File: config.mk
export PLATFORM = sky130hd
export DESIGN_NAME = seven_seg_reader_flat
export DESIGN_NICKNAME = d
export VERILOG_FILES = /design/src/rtl/seven_seg_pkg.sv /design/src/rtl/seven_seg_reader_if.sv /design/src/rtl/seg_pattern_classify.sv /design/src/rtl/seven_seg_reader.sv /design/src/flat_wrapper.sv
export SDC_FILE = /design/constraint.sdc
export NUM_CORES = 1
export LEC_CHECK = 0
export BUFFER_PORTS_ARGS = -buffer_cell sky130_fd_sc_hd__buf_2
export CORE_UTILIZATION = 52
export DETAILED_ROUTE_END_ITERATION = 8
export PLACE_DENSITY = 0.78
export SLEW_MARGIN = 0
export SYNTH_ARGS = -nofsm -noshare
export SYNTH_HDL_FRONTEND = slang
export SYNTH_SLANG_ARGS = --single-unit
File: constraint.sdc
create_clock -name clk -period 2.3 [get_ports clk]
set_input_delay 0.46 -clock clk [delete_from_list [all_inputs] [get_ports clk]]
set_output_delay 0.46 -clock clk [all_outputs]
set_load 0.02 [all_outputs]
File: src/rtl/seven_seg_pkg.sv
// rtl/seven_seg_pkg.sv - active-low segment patterns {A..G} and reader FSM encoding
package seven_seg_pkg;

  localparam logic [6:0] SEG_0     = 7'b0000001;
  localparam logic [6:0] SEG_1     = 7'b1001111;
  localparam logic [6:0] SEG_2     = 7'b0010010;
  localparam logic [6:0] SEG_3     = 7'b0000110;
  localparam logic [6:0] SEG_4     = 7'b1001100;
  localparam logic [6:0] SEG_5     = 7'b0100100;
  localparam logic [6:0] SEG_6     = 7'b0100000;
  localparam logic [6:0] SEG_7     = 7'b0001111;
  localparam logic [6:0] SEG_8     = 7'b0000000;
  localparam logic [6:0] SEG_9     = 7'b0000100;
  localparam logic [6:0] SEG_A     = 7'b0001000;
  localparam logic [6:0] SEG_B     = 7'b1100000;
  localparam logic [6:0] SEG_C     = 7'b0110001;
  localparam logic [6:0] SEG_D     = 7'b1000010;
  localparam logic [6:0] SEG_E     = 7'b0110000;
  localparam logic [6:0] SEG_F     = 7'b0111000;
  localparam logic [6:0] SEG_BLANK = 7'b1111111;

  localparam logic [1:0] ST_SETTLE = 2'd0;
  localparam logic [1:0] ST_OUT    = 2'd1;
  localparam logic [1:0] ST_LOCK   = 2'd2;

endpackage

File: src/rtl/seven_seg_reader_if.sv
// rtl/seven_seg_reader_if.sv - segment lines in, decoded symbol handshake out
interface seven_seg_reader_if;

  logic A, B, C, D, E, F, G;
  logic x3, x2, x1, x0;
  logic valid;
  logic err;
  logic blank;
  logic ready;

  modport master (
    output A, B, C, D, E, F, G, ready,
    input  x3, x2, x1, x0, valid, err, blank
  );

  modport slave (
    input  A, B, C, D, E, F, G, ready,
    output x3, x2, x1, x0, valid, err, blank
  );

endinterface

File: src/rtl/seg_pattern_classify.sv
// rtl/seg_pattern_classify.sv - maps an active-low segment pattern to its hex nibble
module seg_pattern_classify
  import seven_seg_pkg::*;
(
  input  logic [6:0] pattern,
  output logic [3:0] nibble,
  output logic       hit,
  output logic       is_blank
);

  always_comb begin
    nibble   = 4'd0;
    hit      = 1'b1;
    is_blank = 1'b0;
    case (pattern)
      SEG_0: nibble = 4'h0;
      SEG_1: nibble = 4'h1;
      SEG_2: nibble = 4'h2;
      SEG_3: nibble = 4'h3;
      SEG_4: nibble = 4'h4;
      SEG_5: nibble = 4'h5;
      SEG_6: nibble = 4'h6;
      SEG_7: nibble = 4'h7;
      SEG_8: nibble = 4'h8;
      SEG_9: nibble = 4'h9;
      SEG_A: nibble = 4'hA;
      SEG_B: nibble = 4'hB;
      SEG_C: nibble = 4'hC;
      SEG_D: nibble = 4'hD;
      SEG_E: nibble = 4'hE;
      SEG_F: nibble = 4'hF;
      SEG_BLANK: begin
        hit      = 1'b0;
        is_blank = 1'b1;
      end
      default: hit = 1'b0;
    endcase
  end

endmodule

File: src/rtl/seven_seg_reader.sv
// rtl/seven_seg_reader.sv - debounced 7-segment readback, one transaction per displayed symbol
module seven_seg_reader
  import seven_seg_pkg::*;
#(
  parameter int STABLE_CYC = 4,
  parameter int CNT_W      = 8
) (
  input logic               clk,
  input logic               reset,
  seven_seg_reader_if.slave bus
);

  localparam logic [CNT_W-1:0] STABLE_M1  = CNT_W'(STABLE_CYC - 1);
  localparam logic [CNT_W-1:0] STABLE_MAX = CNT_W'(STABLE_CYC);

  logic [6:0]       seg_d, seg_q, seg_p_d, seg_p_q;
  logic [CNT_W-1:0] cnt_d, cnt_q;
  logic [1:0]       state_d, state_q;
  logic [6:0]       lock_pat_d, lock_pat_q;
  logic [3:0]       x_d, x_q;
  logic             valid_d, valid_q;
  logic             err_d, err_q;
  logic             blank_d, blank_q;

  logic [3:0]       cls_nibble;
  logic             cls_hit;
  logic             cls_blank;
  logic             seg_stable;

  seg_pattern_classify u_classify (
    .pattern  (seg_q),
    .nibble   (cls_nibble),
    .hit      (cls_hit),
    .is_blank (cls_blank)
  );

  assign seg_stable = (seg_q == seg_p_q);

  always_comb begin
    seg_d      = {bus.A, bus.B, bus.C, bus.D, bus.E, bus.F, bus.G};
    seg_p_d    = seg_q;
    state_d    = state_q;
    lock_pat_d = lock_pat_q;
    x_d        = x_q;
    valid_d    = valid_q;
    err_d      = err_q;
    blank_d    = blank_q;

    if (!seg_stable)
      cnt_d = '0;
    else if (cnt_q != STABLE_MAX)
      cnt_d = cnt_q + 1'b1;
    else
      cnt_d = cnt_q;

    case (state_q)
      ST_SETTLE: begin
        if (seg_stable && (cnt_q == STABLE_M1)) begin
          lock_pat_d = seg_q;
          if (cls_blank) begin
            state_d = ST_LOCK;
            blank_d = 1'b1;
          end else begin
            state_d = ST_OUT;
            valid_d = 1'b1;
            x_d     = cls_hit ? cls_nibble : 4'd0;
            err_d   = !cls_hit;
          end
        end
      end
      ST_OUT: begin
        // x/err stay frozen here; the input keeps being sampled but is not acted on
        if (bus.ready) begin
          state_d = ST_LOCK;
          valid_d = 1'b0;
        end
      end
      ST_LOCK: begin
        if (seg_q != lock_pat_q) begin
          state_d = ST_SETTLE;
          cnt_d   = '0;
          blank_d = 1'b0;
        end
      end
      default: begin
        state_d = ST_SETTLE;
        valid_d = 1'b0;
        blank_d = 1'b0;
      end
    endcase
  end

  always_ff @(posedge clk) begin
    seg_q   <= seg_d;
    seg_p_q <= seg_p_d;
    if (reset) begin
      cnt_q      <= '0;
      state_q    <= ST_SETTLE;
      lock_pat_q <= SEG_BLANK;
      x_q        <= 4'd0;
      valid_q    <= 1'b0;
      err_q      <= 1'b0;
      blank_q    <= 1'b0;
    end else begin
      cnt_q      <= cnt_d;
      state_q    <= state_d;
      lock_pat_q <= lock_pat_d;
      x_q        <= x_d;
      valid_q    <= valid_d;
      err_q      <= err_d;
      blank_q    <= blank_d;
    end
  end

  assign bus.x3    = x_q[3];
  assign bus.x2    = x_q[2];
  assign bus.x1    = x_q[1];
  assign bus.x0    = x_q[0];
  assign bus.valid = valid_q;
  assign bus.err   = err_q;
  assign bus.blank = blank_q;

endmodule
File: src/flat_wrapper.sv
// flat-port wrapper written by rule: the top's interface ports become plain ports
module seven_seg_reader_flat import seven_seg_pkg::*;
#(
  parameter int STABLE_CYC = 4,
  parameter int CNT_W      = 8
)
  (clk, reset, bus_A, bus_B, bus_C, bus_D, bus_E, bus_F, bus_G, bus_ready, bus_x3, bus_x2, bus_x1, bus_x0, bus_valid, bus_err, bus_blank);
  seven_seg_reader_if bus_i ();
  input logic clk;
  input logic reset;
  input wire logic [$bits(bus_i.A)-1:0] bus_A;
  input wire logic [$bits(bus_i.B)-1:0] bus_B;
  input wire logic [$bits(bus_i.C)-1:0] bus_C;
  input wire logic [$bits(bus_i.D)-1:0] bus_D;
  input wire logic [$bits(bus_i.E)-1:0] bus_E;
  input wire logic [$bits(bus_i.F)-1:0] bus_F;
  input wire logic [$bits(bus_i.G)-1:0] bus_G;
  input wire logic [$bits(bus_i.ready)-1:0] bus_ready;
  output wire logic [$bits(bus_i.x3)-1:0] bus_x3;
  output wire logic [$bits(bus_i.x2)-1:0] bus_x2;
  output wire logic [$bits(bus_i.x1)-1:0] bus_x1;
  output wire logic [$bits(bus_i.x0)-1:0] bus_x0;
  output wire logic [$bits(bus_i.valid)-1:0] bus_valid;
  output wire logic [$bits(bus_i.err)-1:0] bus_err;
  output wire logic [$bits(bus_i.blank)-1:0] bus_blank;
  assign bus_i.A = bus_A;
  assign bus_i.B = bus_B;
  assign bus_i.C = bus_C;
  assign bus_i.D = bus_D;
  assign bus_i.E = bus_E;
  assign bus_i.F = bus_F;
  assign bus_i.G = bus_G;
  assign bus_i.ready = bus_ready;
  assign bus_x3 = bus_i.x3;
  assign bus_x2 = bus_i.x2;
  assign bus_x1 = bus_i.x1;
  assign bus_x0 = bus_i.x0;
  assign bus_valid = bus_i.valid;
  assign bus_err = bus_i.err;
  assign bus_blank = bus_i.blank;
  seven_seg_reader #(.STABLE_CYC(STABLE_CYC), .CNT_W(CNT_W)) u_core (.clk(clk), .reset(reset), .bus(bus_i));
endmodule
Word-level counts from Yosys, hierarchy flattened. Index checks and enable logic that the tools add are counted.

$add $sub $neg: 1. Equal/unequal tests: 27. Muxes and demuxes: 21. Bitwise logic cells: 3. Reductions and logical operators: 10.

Operators with widths (number): $pmux W4 S15 (1); $eq A7 B6 Y1 const B (5); $eq A7 B7 Y1 const B (5); $mux W8 (4); $reduce_or A16 Y1 (1); $eq A7 B3 Y1 const B (2); $eq A7 B4 Y1 const B (2); $add A8 B1 Y8 const B (1); $eq A8 B2 Y1 const B (1); $mux W1 (8); $mux W2 (4); $ne A8 B3 Y1 const B (1); $reduce_and A4 Y1 (2); $eq A7 B1 Y1 const B (1); $eq A7 B5 Y1 const B (1); $eq A7 B7 Y1 (1); $logic_not A7 Y1 (1); $ne A7 B7 Y1 (1); $ne A2 B1 Y1 const B (3); $pmux W1 S3 (2); $pmux W2 S3 (1); $reduce_and A3 Y1 (2); $mux W4 (1); $ne A2 B2 Y1 const B (2); other kinds (7) (9).

Flip-flop bits (word level): 38. Output and inout bits: 7.

Depth between registers and ports, before layout.
Depth after elaboration: 5. Gate-level depth with buffers: 7. Depth with buffers taken out: 6.

Modules after synthesis. Synthesis repeated with hierarchy kept, for this count alone.

Cell total of the unflattened synthesis: 215. Area, all modules: 1908.1 um2.

Modules (own cells, without submodules): seven_seg_reader (times used 1, cells an instance 161, area each 1574.0 um2); seg_pattern_classify (times used 1, cells an instance 54, area each 334.1 um2).

Worst setup path before layout. Ideal clock, no wire load.

Path kind: reg2reg. Start: reg u_core.cnt_q[0]. End: reg u_core.x_q[0]. Arrival: 2044 ps. Setup slack: 140 ps. Stages on the path, launching flop included: 7. Cells stage by stage: dfxtp_1 > ha_1 > or4b_1 > nor3b_2 > nor4b_4 > o221ai_1 > o211a_1.

Longest elaborated chain between the ends: 3.

RTL lines: start: declaration (line seven_seg_reader.sv:17) `logic [CNT_W-1:0] cnt_d, cnt_q;`; start signal: assignment (line seven_seg_reader.sv:105) `cnt_q <= cnt_d;`; $eq A8 B2 Y1 (line seven_seg_reader.sv:58) `if (seg_stable && (cnt_q == STABLE_M1)) begin`; $logic_and A1 B1 Y1 (line seven_seg_reader.sv:58); $reduce_and A3 Y1 (no source line); end signal: assignment (line seven_seg_reader.sv:100) `x_q <= 4'd0;`; end signal: assignment (line seven_seg_reader.sv:108) `x_q <= x_d;`; end: declaration (line seven_seg_reader.sv:20) `logic [3:0] x_d, x_q;`.

Every way passes these cells. A chain may end at the register's enable or synchronous reset.

Final worst setup path.
Start: reg u_core.cnt_q[1]. End: reg u_core.x_q[2].

Same word-level chain as after synthesis.

==> impl_results.md <==
- Io pins: 17
- Post-DP HPWL: between 2 and 3 mm
- Switch share: between 20% and 30%
- CTS sink cnt: 38
- Core area: between 3000 and 4000 sq um
- RSZ-0062 raised after global routing: no
- Initial antenna violation count: 0
- Clock power frac: roughly a third
- Final setup viols: 0
- Synth Area per Inst: 9.05 sq um
- Most common library cell in the layout ignoring fill and taps: dfxtp_1
- Height of the die: between 60 and 70 um
- CTS tree: done
- Total vias in the final route: 1484
- Worst slew pin tran: just over 0.6 ns
- Synth area leader: dfxtp_1
- Psw: approximately 280 uW
- Initial Util: between 50% and 60%
- Top_reg_cell synth: dfxtp_1
- Largest cells by area after synthesis: dfxtp_1 43%, xnor2_1 9.4%, mux2i_1 4.5%
- Final clock skew: 0.0142 ns
- Flop-to-flop setup slack: 0.18 ns
- Synthesis-to-finish area growth: 11.2%
- Kind of end point of the critical path: flop
- Total grt overflow: 0
- CTS root buffer: clkbuf_4
- Flop pwr share: 61.5%
- Headroom to the max-slew limit: between 50% and 60%
- Crit path DAT: 2.38 ns
- Cts bufs inserted: 5
- Post-Syn Nets: slightly above 200
- # port buffers: 16
- Pwr Density: roughly 580 nW/um^2
- Setup TNS: 0 ns
- H-tree Lvls: 2
- Die width: ~60 um
- Largest net degree at the start of global routing: 18
- Avg Vias per Cell: just under 6
- Leakage Power: about 0.00076 uW
- Post-detailed-route wirelength per cell: 13.5 um
- Number of synthesized flops with an enable pin: 0
- Async S/R FF share, synth: 0%
- GRT Total Usage: 22.5%
- Mapped cell area: 1770 sq um
- Clock Latency Late Sink: ~0.34 ns
- Design internal power: 857 uW
- Diodes inserted: 0
- Core Util, Final: between 60% and 70%
- Max_cap viols: 0
- Final ANT Viol Nets: 0
- Max-slew violation count: 0
- Initial DRC count: slightly below 100
- Crit path required time: between 2 and 3 ns
- #FFs+latches synth: 38
- CTS resizes: 0
- Final Hold Fails: 0
- Commonest cells after routing, fill and taps aside: 37 x dfxtp_1, 19 x xnor2_1, 19 x nor2_1
- Drc violations: 0
- Distinct cells, synth: between 40 and 50
- Outcome: finished clean
- Hold buffers post-CTS: 0
- Post-synth top area share: a little over two fifths
- Sequential share of the synthesized area: between 40% and 50%
- Cells after Synth: 195
- First drt pass iteration count: 4
- Clock-pin slew on the worst setup and hold paths: about 0.12 ns
- Fin crit share: about 90%
- Crit start category: flop
- Vias in the first global route: 1422
- Comb power frac: approximately 6.6%
- Fraction of layout cells with a size suffix above 1: between 10% and 20%
- Final net count: 223
- Max IR drop VDD: 513 uV
- Post-CTS Repair Setup Buffers: 0
- Fmax: 0.472 GHz
- Setup CP Type: flop to flop
- Placer congestion estimate: between 0.8 and 0.9
- CTS max path bufs: 2
- Global-route wire length before repair: around 6.1 mm
- Die area: 3630 sq um
- Post-Route WL: roughly 3.5 mm
- YS warnings: 0
- Hold Path Class: input pin to flop
- Minimum clock period: between 2 and 2.5 ns
- Largest fanout on the critical path: 5
- Cell Rows: 20
==> synth_stat cells, types with 2 or more instances <==
library cell and count:
clkbuf_1 11, nand2_1 13, xnor2_1 19, o211ai_1 3, nand4_1 5, nand3_1 9
nor2_1 19, nor4_1 2, a21oi_1 8, xor2_1 3, nor3_1 6, inv_1 4
a32oi_1 2, a211oi_1 4, nor3b_1 2, mux2i_1 8, and3_1 4, ha_1 2
dfxtp_1 38, nor2b_1 2, and3b_1 2, o21ai_0 6, a31oi_1 2, nor4bb_1 3
==> path summary, 6_finish.rpt <==
| kind | start | to | cells after the start |
|---|---|---|---|
| max | u_core.cnt_q[1] | u_core.x_q[2] | 7 |
| min reg2reg | u_core.bus.blank | u_core.bus.blank | 2 |
| max reg2reg | u_core.cnt_q[1] | u_core.x_q[2] | 7 |
| min | bus_E | u_core.seg_p_d[2] | 1 |
==> sequential cells by signal, indices dropped and copies added, names as in the netlist <==
signal / count
u_core.lock_pat_q: 7
u_core.state_q: 2
u_core.bus.valid: 1
u_core.seg_p_d: 7
u_core.bus.err: 1
u_core.seg_p_q: 7
u_core.cnt_q: 8
u_core.bus.blank: 1
u_core.x_q: 4
==> area by class of cell <==
type	instances	area (sq um)
fillers	271	1160
clock buffers	6	51.3
inverters	4	15.0
flip-flops and latches	38	762
repair buffers	22	125
multi-input cells	140	942
well taps	44	55.1
clock inverters	2	12.5
==> worst max-delay path, cell delays in order (launching register included) <==
cell      delay, ns
dfxtp_1        0.38
ha_2           0.23
or4b_1         0.47
nor3b_2        0.24
nor4b_4        0.28
buf_4          0.19
nor2_1         0.04
a211oi_1       0.21
==> metal layers <==
layer | wire [um] | GRT usage, % | up-vias
li1 | - | - | 722
met1 | 1540 | 27.8 | 698
met2 | 1650 | 36.9 | 57
met3 | 238 | 4.76 | 7
met4 | 38 | 11.0 | 0
met5 | 0 | 0 | -
==> logic make-up after synthesis <==
family	count (synthesis)	synth area share, %
buffers and inverters	17	3.68
multiplexers	8	4.54
XOR/XNOR	22	10.9
flip-flops	38	43.1
AND/OR/NAND/NOR	78	25.2
adder cells (fa/ha/maj)	2	1.42
AO/OA/AOI/OAI	30	11.1
==> metrics by stage <==
step / cells / hold WS (ns) / worst slack [ns] / power, uW / area (sq um)
6_report: 256 / 0.210 / 0.181 / 1140 / 1960
5_1_grt: 256 / 0.184 / 0.0223 / 1180 / 1960
4_1_cts: 256 / 0.200 / 0.0649 / 1140 / 1960
3_5_place_dp: 248 / 0.453 / 0.104 / 789 / 1900
3_3_place_gp: 248 / 0.439 / 0.217 / 785 / 1900
2_1_floorplan: 195 / 0.329 / 0.140 / 766 / 1770
==> power by group through the flow <==
stage,registers [uW],clock network [uW],logic [uW]
detailed placement,715,0,74.6
floorplan,692,0,74.0
global placement,713,0,71.7
CTS,699,370,74.9
global route,704,398,83.4
finish,700,363,75.4
(Power assumes the default switching activity.)
